**src/rtl/fetch_prefetch_unit_if.sv**
```systemverilog
// rtl/fetch_prefetch_unit_if.sv - instruction-memory, redirect and IF/ID bundle for the fetch unit
interface fetch_prefetch_unit_if #(
    parameter int DATA_WIDTH = 32
);
    logic                  imem_req;
    logic [DATA_WIDTH-1:0] imem_addr;
    logic                  imem_ack;
    logic [DATA_WIDTH-1:0] imem_data;
    logic                  redirect;
    logic [DATA_WIDTH-1:0] redirect_pc;
    logic                  inst_ready;
    logic                  inst_valid;
    logic [DATA_WIDTH-1:0] inst;
    logic [DATA_WIDTH-1:0] inst_pc_plus4;
    logic [15:0]           redirect_count;

    // fetch unit side
    modport master (
        output imem_req, imem_addr, inst_valid, inst, inst_pc_plus4, redirect_count,
        input  imem_ack, imem_data, redirect, redirect_pc, inst_ready
    );

    // memory / pipeline side
    modport slave (
        input  imem_req, imem_addr, inst_valid, inst, inst_pc_plus4, redirect_count,
        output imem_ack, imem_data, redirect, redirect_pc, inst_ready
    );
endinterface

```
**src/rtl/fetch_prefetch_unit.sv**
```systemverilog
// rtl/fetch_prefetch_unit.sv - credit-based instruction prefetcher with redirect flush
module fetch_prefetch_unit #(
    parameter int                DATA_WIDTH = 32,
    parameter int                DEPTH      = 4,
    parameter logic [DATA_WIDTH-1:0] RESET_PC = '0,
    parameter int                PC_INCR    = 4
) (
    input  logic                   clk,
    input  logic                   reset,
    fetch_prefetch_unit_if.master  bus
);
    localparam int PW = (DEPTH > 1) ? $clog2(DEPTH) : 1;
    localparam int CW = PW + 1;
    localparam logic [CW-1:0] DEPTH_C = CW'(DEPTH);

    localparam logic [1:0] S_IDLE = 2'd0;
    localparam logic [1:0] S_REQ  = 2'd1;
    localparam logic [1:0] S_DROP = 2'd2;

    logic [1:0]            state_q, state_d;
    logic [DATA_WIDTH-1:0] fetch_pc_q, fetch_pc_d;
    logic                  req_q, req_d;
    logic [DATA_WIDTH-1:0] addr_q, addr_d;
    logic [CW-1:0]         count_q;
    logic [PW-1:0]         rd_ptr_q, wr_ptr_q;
    logic [15:0]           redir_cnt_q;

    logic [DATA_WIDTH-1:0] fifo_inst_q [DEPTH];
    logic [DATA_WIDTH-1:0] fifo_pc4_q  [DEPTH];

    logic                  push, pop, credit;
    logic [CW-1:0]         count_after;
    logic [DATA_WIDTH-1:0] addr_incr;

    assign addr_incr = addr_q + DATA_WIDTH'(PC_INCR);

    // a redirect cycle never pushes or pops; the flush wins
    assign push = (state_q == S_REQ) && bus.imem_ack && !bus.redirect;
    assign pop  = (count_q != '0) && bus.inst_ready && !bus.redirect;

    // occupancy after this edge decides whether another fetch may be issued
    always_comb begin
        count_after = '0;
        if (!bus.redirect) begin
            count_after = count_q + {{(CW-1){1'b0}}, push} - {{(CW-1){1'b0}}, pop};
        end
    end

    assign credit = (count_after < DEPTH_C);

    // fetch sequencing: issue, back-to-back continue, or drain a stale request
    always_comb begin
        state_d    = state_q;
        fetch_pc_d = fetch_pc_q;
        req_d      = req_q;
        addr_d     = addr_q;
        case (state_q)
            S_IDLE: begin
                if (bus.redirect) begin
                    fetch_pc_d = bus.redirect_pc;
                end else if (credit) begin
                    req_d   = 1'b1;
                    addr_d  = fetch_pc_q;
                    state_d = S_REQ;
                end
            end
            S_REQ: begin
                if (bus.imem_ack && !bus.redirect) begin
                    fetch_pc_d = addr_incr;
                    if (credit) begin
                        addr_d = addr_incr;
                    end else begin
                        req_d   = 1'b0;
                        state_d = S_IDLE;
                    end
                end else if (bus.imem_ack) begin
                    fetch_pc_d = bus.redirect_pc;
                    req_d      = 1'b0;
                    state_d    = S_IDLE;
                end else if (bus.redirect) begin
                    fetch_pc_d = bus.redirect_pc;
                    state_d    = S_DROP;
                end
            end
            S_DROP: begin
                if (bus.imem_ack) begin
                    // FIFO was flushed on entry, so the follow-up fetch always has credit
                    addr_d     = bus.redirect ? bus.redirect_pc : fetch_pc_q;
                    fetch_pc_d = bus.redirect ? bus.redirect_pc : fetch_pc_q;
                    state_d    = S_REQ;
                end else if (bus.redirect) begin
                    fetch_pc_d = bus.redirect_pc;
                end
            end
            default: begin
                state_d = S_IDLE;
                req_d   = 1'b0;
            end
        endcase
    end

    // fetch state and registered memory request
    always_ff @(posedge clk or posedge reset) begin
        if (reset) begin
            state_q    <= S_IDLE;
            fetch_pc_q <= RESET_PC;
            req_q      <= 1'b0;
            addr_q     <= RESET_PC;
        end else begin
            state_q    <= state_d;
            fetch_pc_q <= fetch_pc_d;
            req_q      <= req_d;
            addr_q     <= addr_d;
        end
    end

    // FIFO pointers and occupancy; redirect empties the queue
    always_ff @(posedge clk or posedge reset) begin
        if (reset) begin
            count_q  <= '0;
            rd_ptr_q <= '0;
            wr_ptr_q <= '0;
        end else if (bus.redirect) begin
            count_q  <= '0;
            rd_ptr_q <= '0;
            wr_ptr_q <= '0;
        end else begin
            count_q <= count_after;
            if (push) begin
                wr_ptr_q <= wr_ptr_q + PW'(1);
            end
            if (pop) begin
                rd_ptr_q <= rd_ptr_q + PW'(1);
            end
        end
    end

    // FIFO storage; contents are don't-care while the entry is not counted
    always_ff @(posedge clk) begin
        if (push) begin
            fifo_inst_q[wr_ptr_q] <= bus.imem_data;
            fifo_pc4_q[wr_ptr_q]  <= addr_incr;
        end
    end

    // saturating count of redirect cycles
    always_ff @(posedge clk or posedge reset) begin
        if (reset) begin
            redir_cnt_q <= '0;
        end else if (bus.redirect && (redir_cnt_q != 16'hFFFF)) begin
            redir_cnt_q <= redir_cnt_q + 16'd1;
        end
    end

    assign bus.imem_req       = req_q;
    assign bus.imem_addr      = addr_q;
    assign bus.inst_valid     = (count_q != '0);
    assign bus.inst           = (count_q != '0) ? fifo_inst_q[rd_ptr_q] : '0;
    assign bus.inst_pc_plus4  = (count_q != '0) ? fifo_pc4_q[rd_ptr_q]  : '0;
    assign bus.redirect_count = redir_cnt_q;

    a_no_push_when_full: assert property (@(posedge clk) disable iff (reset)
        !(push && (count_q == DEPTH_C)));

endmodule

```
**src/flat_wrapper.sv**
```systemverilog
// flat-port wrapper written by rule: the top's interface ports become plain ports
module fetch_prefetch_unit_flat 
#(
    parameter int                DATA_WIDTH = 32,
    parameter int                DEPTH      = 4,
    parameter logic [DATA_WIDTH-1:0] RESET_PC = '0,
    parameter int                PC_INCR    = 4
)
  (clk, reset, bus_imem_req, bus_imem_addr, bus_inst_valid, bus_inst, bus_inst_pc_plus4, bus_redirect_count, bus_imem_ack, bus_imem_data, bus_redirect, bus_redirect_pc, bus_inst_ready);
  fetch_prefetch_unit_if #(.DATA_WIDTH(DATA_WIDTH)) bus_i ();
  input  logic clk;
  input  logic reset;
  output wire logic [$bits(bus_i.imem_req)-1:0] bus_imem_req;
  output wire logic [$bits(bus_i.imem_addr)-1:0] bus_imem_addr;
  output wire logic [$bits(bus_i.inst_valid)-1:0] bus_inst_valid;
  output wire logic [$bits(bus_i.inst)-1:0] bus_inst;
  output wire logic [$bits(bus_i.inst_pc_plus4)-1:0] bus_inst_pc_plus4;
  output wire logic [$bits(bus_i.redirect_count)-1:0] bus_redirect_count;
  input wire logic [$bits(bus_i.imem_ack)-1:0] bus_imem_ack;
  input wire logic [$bits(bus_i.imem_data)-1:0] bus_imem_data;
  input wire logic [$bits(bus_i.redirect)-1:0] bus_redirect;
  input wire logic [$bits(bus_i.redirect_pc)-1:0] bus_redirect_pc;
  input wire logic [$bits(bus_i.inst_ready)-1:0] bus_inst_ready;
  assign bus_imem_req = bus_i.imem_req;
  assign bus_imem_addr = bus_i.imem_addr;
  assign bus_inst_valid = bus_i.inst_valid;
  assign bus_inst = bus_i.inst;
  assign bus_inst_pc_plus4 = bus_i.inst_pc_plus4;
  assign bus_redirect_count = bus_i.redirect_count;
  assign bus_i.imem_ack = bus_imem_ack;
  assign bus_i.imem_data = bus_imem_data;
  assign bus_i.redirect = bus_redirect;
  assign bus_i.redirect_pc = bus_redirect_pc;
  assign bus_i.inst_ready = bus_inst_ready;
  fetch_prefetch_unit #(.DATA_WIDTH(DATA_WIDTH), .DEPTH(DEPTH), .RESET_PC(RESET_PC), .PC_INCR(PC_INCR)) u_core (.clk(clk), .reset(reset), .bus(bus_i));
endmodule
```
**config.mk**
```make
export PLATFORM = sky130hd
export DESIGN_NAME = fetch_prefetch_unit_flat
export DESIGN_NICKNAME = d
export VERILOG_FILES = /design/src/rtl/fetch_prefetch_unit_if.sv /design/src/rtl/fetch_prefetch_unit.sv /design/src/flat_wrapper.sv
export SDC_FILE = /design/constraint.sdc
export NUM_CORES = 1
export LEC_CHECK = 0
export ABC_AREA = 1
export ABC_CLOCK_PERIOD_IN_PS = 9800
export BUFFER_PORTS_ARGS = -buffer_cell sky130_fd_sc_hd__buf_2
export CORE_ASPECT_RATIO = 0.5
export CORE_MARGIN = 3
export CORE_UTILIZATION = 60
export CTS_CLUSTER_SIZE = 24
export DETAILED_ROUTE_END_ITERATION = 8
export PLACE_DENSITY = 0.83
export SYNTH_ARGS = -nofsm -noshare
export SYNTH_HDL_FRONTEND = slang
export SYNTH_SLANG_ARGS = --single-unit
```
**constraint.sdc**
```tcl
create_clock -name clk -period 9.8 [get_ports clk]
set_input_delay 1.47 -clock clk [delete_from_list [all_inputs] [get_ports clk]]
set_output_delay 1.47 -clock clk [all_outputs]
set_load 0.03 [all_outputs]
```
* Word-level counts from Yosys, hierarchy flattened *
Memories as Yosys holds them, arrays and structs flattened.
Cells that the tools add are included.

storage, ports and cells
  memories kept = 2
  output and inout port bits = 114
  RAM bits = 256
  word-level logic and storage cells = 80
  register bits after elaboration = 90

memories
  memory              words  width  rd ports  clocked after memory_dff  write ports  RTL line                   text
  u_core.fifo_inst_q  4      32     1         0                         1            fetch_prefetch_unit.sv:28  logic [DATA_WIDTH-1:0] fifo_inst_q [DEPTH];
  u_core.fifo_pc4_q   4      32     1         0                         1            fetch_prefetch_unit.sv:29  logic [DATA_WIDTH-1:0] fifo_pc4_q [DEPTH];

operators by class
  equal/unequal tests = 11
  bitwise gates (word level) = 1
  $lt $le $gt $ge = 1
  reductions and logical operators = 17
  mux-type cells = 34
  add/sub/neg operators = 6

operators by type and width
  cell                                                             count
  32-bit 2-to-1 mux                                                10
  32-bit case mux with 3 select lines                              1
  32-bit case mux with 2 select lines                              1
  32-bit by 3-bit adder with 32-bit output, second input constant  1
  2-bit 2-to-1 mux                                                 11
  16-bit by 1-bit adder with 16-bit output, second input constant  1
  16-bit != test, second input constant                            1
  5-bit AND reduction                                              2
  1-bit 2-to-1 mux                                                 7
  1-bit logical AND                                                6
  3-bit 2-to-1 mux                                                 2
  2-bit != test, second input constant                             3
  3-bit != test, second input constant                             2
  2-bit case mux with 3 select lines                               1
  6-bit AND reduction                                              1
  2-bit nonzero test                                               3
  3-bit nonzero test                                               2
  2-bit by 1-bit adder with 2-bit output, second input constant    2
  2-bit by 1-bit != test with 1-bit output, second input constant  2
  4-bit != test, second input constant                             1
  3-bit by 1-bit adder with 3-bit output                           1
  3-bit less-than comparator, second input constant                1
  1-bit case mux with 3 select lines                               1
  3-bit by 1-bit subtractor with 3-bit output                      1
  other kinds (6)                                                  6

* Logic depth before layout (Yosys ltp) *
Gate-level depths: netlist of the first run.

  depth after elaboration = 10
  depth in mapped cells = 21
  depth with buffers taken out = 20

* Least setup slack after synthesis of the first run *
OpenSTA, ideal clock, no wires.

  path kind = input port to flip-flop
  from = input port bus_imem_ack
  to = memory u_core.fifo_inst_q[0][0] (enable)
  stages = 6
  setup slack = 4639 ps
  data required time = 9314 ps
  library setup time = 486 ps
  data arrival time = 4675 ps
  path through = inv_2 > nor2_4 > inv_2 > nor2_1 > inv_1 > nor2_1

on the way
  word-level cells in the longest chain between the ends = 4

RTL lines
  item                                    RTL line                    text
  start, declared                         flat_wrapper.sv:19          input wire logic [$bits(bus_i.imem_ack)-1:0] bus_imem_ack;
  1-bit logical AND (2 in series)         fetch_prefetch_unit.sv:38   assign push = (state_q == S_REQ) && bus.imem_ack && !bus.redirect;
  1-bit 2-to-1 mux                        fetch_prefetch_unit.sv:140  if (push) begin
  1-bit 2-to-1 mux (implied by the code)  fetch_prefetch_unit.sv:141  fifo_inst_q[wr_ptr_q] <= bus.imem_data;
  end, declared                           fetch_prefetch_unit.sv:28

Every way passes these cells.

* Worst setup path after layout of the first run *
  from = register u_core.rd_ptr_q[1]
  to = output port bus_inst[24]

on the way
  word-level cells in the longest chain between the ends = 2

RTL lines
  item                    RTL line                    text
  start, declared         fetch_prefetch_unit.sv:25   logic [PW-1:0] rd_ptr_q, wr_ptr_q;
  start signal, assigned  fetch_prefetch_unit.sv:133  rd_ptr_q <= rd_ptr_q + PW'(1);
  memory read 4 x 32 bit  n/a
  32-bit 2-to-1 mux       fetch_prefetch_unit.sv:158  assign bus.inst = (count_q != '0) ? fifo_inst_q[rd_ptr_q] : '0;
  end, declared           flat_wrapper.sv:16          output wire logic [$bits(bus_i.inst)-1:0] bus_inst;

Every way passes these cells.

==> reports/results.tsv, run 1 <==
metric	value	unit
status	completed	
synth_area_leaders	edfxtp_1, dfrtp_1, nor2_1	
period_share	0.4928	
finalCriticalPeriod	4.830	ns
start_util	0.6251	
endpoint	bus_inst[24]	
rsz0062_at_grt	false	
drive_gt1_frac	0.1490	
post_cts_buffers	0	
wl_per_cell	18.24	µm
slew_violations	0	
hold_path_class	register to register	
synth_ff_type	edfxtp_1	
critPathLaunch	u_core.rd_ptr_q[1]$_DFFE_PP0P_	
fp.dieW	237.9	µm
ff2ff_setup_slack	5.60	ns
dp_hpwl	24280	µm
cp.depth	7	
dieArea	0.02900	mm²
synthAdderAreaFrac	0.01055	
fp.dieH	121.9	µm
yosysWarningCount	0	
layout.nets	1900	
cp-end-kind	output port	
dp.cells	2130	
yosysMostFrequentCell	nor2_1	
fin_skew	0.02614	ns
ant_nets	0	
syn_area	0.01613	mm²
ys_seq_area_frac	0.6162	
ys_seq_elements	346	
path_max_fanout	65	
rr_startpoint	u_core.count_q[1]$_DFF_PP0_	
h-tree-depth	1	
cts_resized	0	
clock_sinks	346	
synth_cell_types	39	
grt_pass1_vias	11839	
globalplace.congestion	0.8938	
fin_cells	2183	
synth_top_family_by_area	simple AND/OR/NAND/NOR gates	
rows	41	
finalHoldViolations	0	
r2r_cells	20	
grt_max_degree	88	
clk_pin_slew	0.07	ns
cts_tree	done	
setup_violations	0	
worst_path_max_delay_cell	buf_4	
vias	12632	
grt_overflow	0	
root_buffer	clkbuf_16	
synth_top_area_frac	0.4766	
antenna_found_initial	0	
yosys.area_share.xor_xnor	0.01699	
vdd_drop_max	0.2104	mV
worstPathCellList	buf_4 -> inv_2 -> buf_4 -> nor2_1 -> o21ai_0 -> a21oi_1 -> buf_2	
crit_top_cell	buf_4	
startpoint_type	register	
syn_inst	1678	
required	8.33	ns
syn_to_final_growth	12.45	%
timing.fmax	207.1	MHz
syn_avg_cell_area	9.612	µm²
cts_buffers	30	
worst_pin_slew	1.088	ns
power_density	310.3	mW/mm²
first_pass_iters	6	
drc_errors	0	
worstReg2RegEnd	u_core.bus.imem_addr[21]$_DFFE_PP0P_	
clock_latency	0.59	ns
clock_path_buffers	3	
yosys.area_share.simple	0.1842	
relSlewSlack	0.2738	
fill_cells	1886	
arrival	3.36	ns
cap_viol_max_count	0	
diodes	0	
hold_buffers	0	
critical_path.top_delay_family	buffers and inverters	
synth.net_count	1760	
grtUsageTotal	0.2728	
portBuffers	182	
drt-initial-drc-count	1502	
ys_top_cells_by_count	nor2_1, nand2_1, edfxtp_1	
critPathKind	register to output port	
synth_compound_area_frac	0.1204	
cp_num_buf_inv	4	
routed_wl	39820	µm
synth_edf_count	256	
viasPerCell	5.787	
synth_top_cell_by_area	edfxtp_1	
synth_mux_area_frac	0	
synth-async-reset-ratio	0.2601	
grt_pass1_wl	62170	µm
totalNegativeSetupSlack	0	ns
critPathMaxStageDelay	0.67	ns
p_leak	7.557	nW
num_io_pins	183	
core	0.02580	mm²
## cells in the final DEF (no fill, tap or decap), types with 18 or more instances in the layout
cell       Yosys  layout
a21oi_1       89      89
a22oi_1       51      51
buf_2         30     182
clkbuf_16      0      30
dfrtp_1       90      88
edfxtp_1     256     256
inv_1        109     107
nand2_1      313     313
nand3_1       56      56
nor2_1       328     323
o21ai_0      177     177
xor2_1        18      18
## sequential cells by signal (all words and copies together), names as in the netlist
signal and cells:
u_core.bus.imem_addr 32, u_core.bus.imem_req 1, u_core.bus.redirect_count 16, u_core.count_q 3
u_core.fetch_pc_q 32, u_core.fifo_inst_q 128, u_core.fifo_pc4_q 128, u_core.rd_ptr_q 2
u_core.state_q 2, u_core.wr_ptr_q 2
## per-layer routing
| layer | vias up | global-route usage | part of all wire |
|---|---|---|---|
| met2 | 650 | 0.4409 | 0.47 |
| met3 | 67 | 0.06039 | 0.10 |
| li1 | 5953 | - | - |
| met4 | 0 | 0.07815 | 0.025 |
| met1 | 5962 | 0.3788 | 0.40 |
| met5 | - | 0 | 0 |
## worst register-to-register path, cell delays in order (launching register included)
cell	delay, ns
dfrtp_1	0.42
inv_1	0.07
nand2_1	0.12
nor2_4	0.10
buf_4	0.66
inv_1	0.22
nand2_1	0.18
nor2_1	0.07
ha_1	0.29
inv_1	0.06
ha_1	0.13
inv_1	0.05
fa_1	0.38
nand3_1	0.18
nand4_2	0.18
nand2_1	0.15
inv_1	0.05
nand2_1	0.53
nand2_1	0.13
nand2_1	0.10
inv_1	0.04
## worst min path at each step
stage                     cells after the start  slack (ns)                             start                               end
after global routing                          2        0.57   u_core.bus.imem_req$_DFFE_PP0P_   u_core.bus.imem_req$_DFFE_PP0P_
after floorplan                               2        0.49  u_core.fetch_pc_q[4]$_DFFE_PP0N_  u_core.fetch_pc_q[4]$_DFFE_PP0N_
after detailed placement                      2        0.51   u_core.bus.imem_req$_DFFE_PP0P_   u_core.bus.imem_req$_DFFE_PP0P_
after global placement                        2        0.47   u_core.bus.imem_req$_DFFE_PP0P_   u_core.bus.imem_req$_DFFE_PP0P_
final                                         2        0.53   u_core.bus.imem_req$_DFFE_PP0P_   u_core.bus.imem_req$_DFFE_PP0P_
after CTS                                     2        0.53   u_core.bus.imem_req$_DFFE_PP0P_   u_core.bus.imem_req$_DFFE_PP0P_
## stage by stage
step | setup WS [ns] | hold slack [ns] | instance area, µm² | total power [mW] | util
floorplan | 4.639 | 0.4930 | 16130 | 3.799 | -
global placement | 5.415 | 0.4723 | 17220 | 4.433 | 0.6674
detailed placement | 5.320 | 0.5135 | 17220 | 4.485 | 0.6674
CTS | 4.985 | 0.5323 | 18140 | 5.611 | 0.7029
global route | 4.765 | 0.5718 | 18140 | 5.957 | 0.7029
finish | 4.970 | 0.5335 | 18140 | 5.628 | 0.7029
## power by group
part	switching [mW]	leakage (nW)	internal, mW
clock	0.527	0.454	0.602
sequential	0.209	3.43	1.86
combinational	1.78	3.67	0.651
total	2.51	7.56	3.11
## logic make-up (layout without fill, tap and decap cells)
| kind of cell | Yosys count | after routing |
|---|---|---|
| compound gates | 353 | 353 |
| xor+xnor | 27 | 27 |
| fa+ha+maj | 13 | 13 |
| buf+inv | 204 | 365 |
| flops | 346 | 346 |
| simple gates | 735 | 735 |
## area by class of cell
class	count	area (µm²)	area share
clock buffers	41	802.0	0.04422
multi-input cells	1128	5394	0.2974
flip-flops and latches	346	9945	0.5483
clock inverters	12	113.9	0.006278
well taps	344	430.4	0.02373
repair buffers	196	1016	0.05602
inverters	116	436.7	0.02408
(Power assumes the default switching activity.)
==> inputs of run 2 (changes only) <==
ABC_CLOCK_PERIOD_IN_PS = 4250   (was 9800)
CORE_UTILIZATION = 53   (was 60)
PLACE_DENSITY = 0.77   (was 0.83)
clock period = 4.25 ns   (was 9.8 ns; I/O delays follow)
==> run 2 against run 1 <==
Against the previous run:
- hold slack got worse by 0.27 ns
- highest routed layer is now met5
- non-clock buffer count is 4 higher
- critical endpoint is now bus_inst_pc_plus4[12]
- combinational power up 130%
- cell area grew 0.99%
- sequential share of layout area down 0.54 points
==> reports/results.tsv, run 2 (synthesis results as in run 1) <==
metric	value	unit	change
status	completed		
switching_share	0.4467		about the same
hold_path_class	input port to register		
fin_skew	0.01465	ns	-0.01149 ns
cts_resized	0		unchanged
power	13.05	mW	+130%
slew_violations	0		unchanged
fin_cells	2236		+2.4%
p_leak	7.592	nW	+0.46%
cts_buffers	30		unchanged
h-tree-depth	1		unchanged
hold_start	bus_imem_data[27]		
ff2ff_setup_slack	1.08	ns	-4.52 ns
setup_violations	0		unchanged
grt_overflow	0		unchanged
num_io_pins	183		unchanged
relSlewSlack	0.3285		+0.05478
drive_gt1_frac	0.1501		+0.001141
top_regs	u_core.fifo_inst_q (128), u_core.fifo_pc4_q (128)		
clock_latency	0.58	ns	about the same
root_buffer	clkbuf_16		
required	3.61	ns	-4.72 ns
hold_depth	1		-1
vdd_drop_max	0.4868	mV	+130%
power_switching	5.828	mW	+130%
startpoint_type	register		
ant_nets	0		unchanged
viasPerCell	5.558		-4.0%
power_frac_comb	0.432		about the same
worst_pin_slew	1.006	ns	-0.08208 ns
worstReg2RegEnd	u_core.bus.imem_addr[20]$_DFFE_PP0P_		
final_cell_mix	nor2_1, nand2_1, edfxtp_1		
hold_end	u_core.fifo_inst_q[1][27]$_DFFE_PP_		
cap_viol_max_count	0		unchanged
final_common_cell	nor2_1		
antenna_found_initial	1		+1
drc_errors	0		unchanged
r2r_cells	16		-20%
grt_pass1_wl	62470	µm	+0.49%
fp.dieW	252.7	µm	+6.2%
start_util	0.5476		-0.07746
layout.nets	1904		+0.21%
drt-initial-drc-count	1281		-15%
period_share	0.7968		
core	0.02945	mm²	+14%
cp-end-kind	output port		
timing.fmax	295.3	MHz	
routed_wl	40150	µm	+0.84%
totalNegativeSetupSlack	0	ns	unchanged
clock_path_buffers	3		unchanged
fp.dieH	129.4	µm	+6.1%
rsz0062_at_grt	false		
grt_pass1_vias	11510		-2.8%
finalHoldViolations	0		unchanged
critPathKind	register to output port		
arrival	2.75	ns	-0.61 ns
intPower	7.218	mW	+130%
dp_hpwl	25160	µm	+3.6%
p_clk_frac	0.201		about the same
rr_startpoint	u_core.state_q[1]$_DFFE_PP0P_		
power_density	712.3	mW/mm²	+130%
first_pass_iters	6		unchanged
dp.cells	2180		+2.3%
grtUsageTotal	0.2417		-0.03112
vias	12427		-1.6%
fin_util	0.6219		-0.08103
clock_sinks	346		unchanged
holdWs	0.2650	ns	-0.2685 ns
grt_max_degree	128		+45%
portBuffers	182		unchanged
rows	44		+7.3%
dieArea	0.03269	mm²	+13%
syn_to_final_growth	13.56	%	
p_seq_frac	0.367		about the same
globalplace.congestion	0.8910		-0.31%
diodes	0		unchanged
wl_per_cell	17.96	µm	-1.6%
path_max_fanout	127		+95%
cts_tree	done		
finalCriticalPeriod	3.386	ns	
clk_pin_slew	0.07	ns	about the same
run 2: cell types whose count changed in the layout (fill, tap and decap cells not counted), sizes merged:
| cell | before | now |
|---|---|---|
| inv | 114 | 115 |
| clkbuf | 41 | 40 |
| clkinvlp | 0 | 2 |
| dlygate4sd3 | 0 | 1 |
| buf | 196 | 199 |
run 2: worst max-delay path, cell delays in order, from the launching register on:
cell and delay (ns):
dfrtp_4 0.71, inv_2 0.19, buf_12 0.36, o21ai_0 0.20
a21oi_1 0.34, buf_2 0.27
run 2: routing by layer:
metal,part of all wire,wire length [µm],global-route usage,vias up
li1,-,-,-,5950
met3,0.079,3178,0.04633,64
met4,0.023,920,0.06362,2
met2,0.47,18830,0.3898,507
met5,0.00032,13,0,-
met1,0.43,17210,0.3421,5904
run 2: worst max-delay path by stage:
stage,startpoint,slack (ns),end
after global placement,bus_imem_ack,1.05,u_core.bus.imem_addr[21]$_DFFE_PP0P_
final,u_core.rd_ptr_q[0]$_DFFE_PP0P_,0.86,bus_inst_pc_plus4[12]
after global routing,u_core.state_q[1]$_DFFE_PP0P_,0.74,u_core.bus.imem_addr[27]$_DFFE_PP0P_
after floorplan,bus_imem_ack,-0.08,u_core.fifo_inst_q[0][0]$_DFFE_PP_
after detailed placement,bus_imem_ack,0.93,u_core.bus.imem_addr[20]$_DFFE_PP0P_
after CTS,u_core.rd_ptr_q[0]$_DFFE_PP0P_,0.86,bus_inst_pc_plus4[12]
run 2: power groups by stage:
| stage | clock network, mW | registers [mW] | logic, mW |
|---|---|---|---|
| 2_1_floorplan | 0 | 5.00 | 3.76 |
| 3_3_place_gp | 0 | 4.82 | 5.50 |
| 3_5_place_dp | 0 | 4.83 | 5.59 |
| 4_1_cts | 2.67 | 4.77 | 5.61 |
| 5_1_grt | 2.80 | 4.83 | 6.18 |
| 6_report | 2.63 | 4.79 | 5.63 |
run 2: timing repair:
action,in CTS,in global routing
buffers inserted,0,0
hold buffers,1,0
hold endpoints to repair,1,0
run 2: cell type report:
class	instances	area, µm²
Tap cell	391	489.2
Inverter	116	436.7
Clock buffer	40	798.3
Timing Repair Buffer	200	1124
Sequential cell	346	9945
Multi-Input combinational cell	1128	5394
Fill cell	2367	11140
Clock inverter	15	130.1
run 2: metrics by stage:
step	worst slack (ns)	cell area (µm²)
after detailed placement	0.9349	17380
after floorplan	-0.07835	16130
after global routing	0.7387	18320
after global placement	1.053	17380
final	0.8637	18320
after CTS	0.8557	18320
==> inputs of run 3 (changes only) <==
ABC_CLOCK_PERIOD_IN_PS = 3490   (was 4250)
CORE_UTILIZATION = 59   (was 53)
PLACE_DENSITY = 0.81   (was 0.77)
clock period = 3.49 ns   (was 4.25 ns; I/O delays follow)
==> run 3 against run 2 <==
Against the previous run:
- clock power rose by 31%
- critical path depth rose by 1
- largest power group unchanged
- largest cell class unchanged
- clock skew fell by 0.0031 ns
- sequential power rose by 22%
- cell area rose by 0.31%
- combinational power rose by 22%
- register-to-register slack got worse by 0.64 ns
- setup slack got worse by 0.59 ns
- via count rose by 1.6%
==> reports/results.tsv, run 3 (synthesis results as in run 1) <==
metric	value	unit	change
status	completed		
finalCriticalPeriod	3.212	ns	
layout_setup_ws	0.2780	ns	-0.5857 ns
first_pass_iters	5		-1
power_frac_comb	0.426		-0.006
arrival	2.69	ns	-0.06 ns
viasPerCell	5.719		+2.9%
rsz0062_at_grt	false		
fp.dieH	122.9	µm	-5.0%
worst_pin_slew	0.8868	ns	-0.1193 ns
relSlewSlack	0.4052		+0.07662
fin_util	0.6896		+0.06771
vdd_drop_max	0.5440	mV	+12%
syn_to_final_growth	13.91	%	
p_leak	7.674	nW	+1.1%
required	2.97	ns	-0.64 ns
dp_hpwl	25620	µm	+1.8%
num_io_pins	183		unchanged
holdWs	0.02745	ns	-0.2375 ns
hold_path_class	input port to asynchronous set/reset pin		
grt_pass1_wl	62380	µm	-0.14%
dieArea	0.02948	mm²	-9.8%
layout.nets	1913		+0.47%
worst_path_max_delay_cell	dfrtp_4		
power	16.14	mW	+24%
clock_sinks	346		unchanged
fp.dieW	239.8	µm	-5.1%
p_clk_frac	0.213		+0.012
globalplace.congestion	0.8857		-0.59%
diodes	0		unchanged
cts_buffers	30		unchanged
grtUsageTotal	0.2692		+0.02755
cts_resized	0		unchanged
clk_pin_slew	0.06	ns	about the same
fill_cells	1970		-17%
root_buffer	clkbuf_16		
drt-initial-drc-count	1231		-3.9%
cts_tree	done		
crit_top_cell	nor2_1		
power_switching	7.075	mW	+21%
p_seq_frac	0.361		-0.006
clock_path_buffers	3		unchanged
cap_viol_max_count	0		unchanged
clock_latency	0.57	ns	about the same
h-tree-depth	1		unchanged
hold_buffers	0		-1
critPathMaxStageDelay	0.79	ns	+0.08 ns
grtUsageMet1	0.3698		+0.02771
final_common_cell	nor2_1		
cp-end-kind	output port		
drive_gt1_frac	0.1569		+0.006738
routed_wl	39900	µm	-0.64%
vias	12622		+1.6%
power_density	878.6	mW/mm²	+23%
critPathKind	register to output port		
fin_skew	0.01154	ns	-0.003106 ns
slew_violations	0		unchanged
drc_errors	0		unchanged
top_regs	u_core.fifo_inst_q (128), u_core.fifo_pc4_q (128)		
wl_per_cell	18.08	µm	+0.67%
grtUsageMet2	0.4418		+0.05197
grt_max_degree	67		-48%
grtUsageMet3	0.05639		+0.01006
final_cell_mix	nor2_1, nand2_1, edfxtp_1		
post_cts_buffers	0		unchanged
setup_violations	0		unchanged
core	0.02664	mm²	-9.5%
busiest_layer	met2		
finalHoldViolations	0		unchanged
worstPathCellList	buf_4 -> nor2_1 -> nor2_1 -> o21ai_0 -> a21oi_1 -> buf_2		
antenna_found_initial	2		+1
start_util	0.6054		+0.05776
timing.fmax	311.3	MHz	
period_share	0.9204		
startpoint_type	register		
portBuffers	182		unchanged
grt_pass1_vias	11999		+4.2%
ant_nets	0		unchanged
switching_share	0.4383		-0.008438
grt_overflow	0		unchanged
intPower	9.067	mW	+26%
dp_slack	0.5327	ns	-0.4022 ns
path_max_fanout	51		-60%
rows	42		-4.5%
[run 3: through the flow]
step	std cells	TNS [ns]	cell area, µm²
finish	2207	0	18370
global placement	2151	0	17350
CTS	2207	0	18370
global route	2207	0	18370
floorplan	1678	-209.67	16130
detailed placement	2151	0	17350
[run 3: cell type report]
class	instances	area, µm²	area share
timing repair buffer	209	1139	0.06197
tap	352	440.4	0.02397
clock inverter	17	200.2	0.01090
clock buffer	39	818.3	0.04454
multi-input combinational	1128	5394	0.2936
sequential	346	9945	0.5413
inverter	116	436.7	0.02377
[run 3: power by group through the flow]
stage          clock [mW]  sequential (mW)  combinational [mW]
2_1_floorplan           0             6.08                4.58
3_3_place_gp            0             5.86                6.66
3_5_place_dp            0             5.88                6.80
4_1_cts              3.48             5.80                6.84
5_1_grt              3.65             5.89                7.56
6_report             3.44             5.83                6.88
[run 3: final timing paths]
| check | from | end | slack, ns | cells past startpoint |
|---|---|---|---|---|
| max | u_core.rd_ptr_q[0]$_DFFE_PP0P_ | bus_inst_pc_plus4[11] | 0.28 | 6 |
| min | reset | u_core.fetch_pc_q[18]$_DFFE_PP0N_ | 0.03 | 2 |
| max reg2reg | u_core.state_q[1]$_DFFE_PP0P_ | u_core.bus.imem_addr[27]$_DFFE_PP0P_ | 0.44 | 17 |
| min reg2reg | u_core.bus.imem_req$_DFFE_PP0P_ | u_core.bus.imem_req$_DFFE_PP0P_ | 0.54 | 2 |
| max in group asynchronous | reset | u_core.bus.imem_addr[20]$_DFFE_PP0P_ | 2.74 | 3 |
| min in group clk | bus_imem_data[5] | u_core.fifo_inst_q[2][5]$_DFFE_PP_ | 0.16 | 1 |
[run 3: per-layer routing]
metal  wire (µm)  part of all wire  vias to the layer above
li1            -                 -                     5985
met1       16670              0.42                     6023
met2       18450              0.46                      534
met3        3640             0.091                       76
met4        1120             0.028                        4
met5          14           0.00035                        -
[run 3: critical path, delay by kind of cell, from the launching register on]
family | cells | cell delay [ns]
compound gates | 2 | 0.37
simple gates | 2 | 0.18
buf+inv | 2 | 0.75
flops | 1 | 0.79
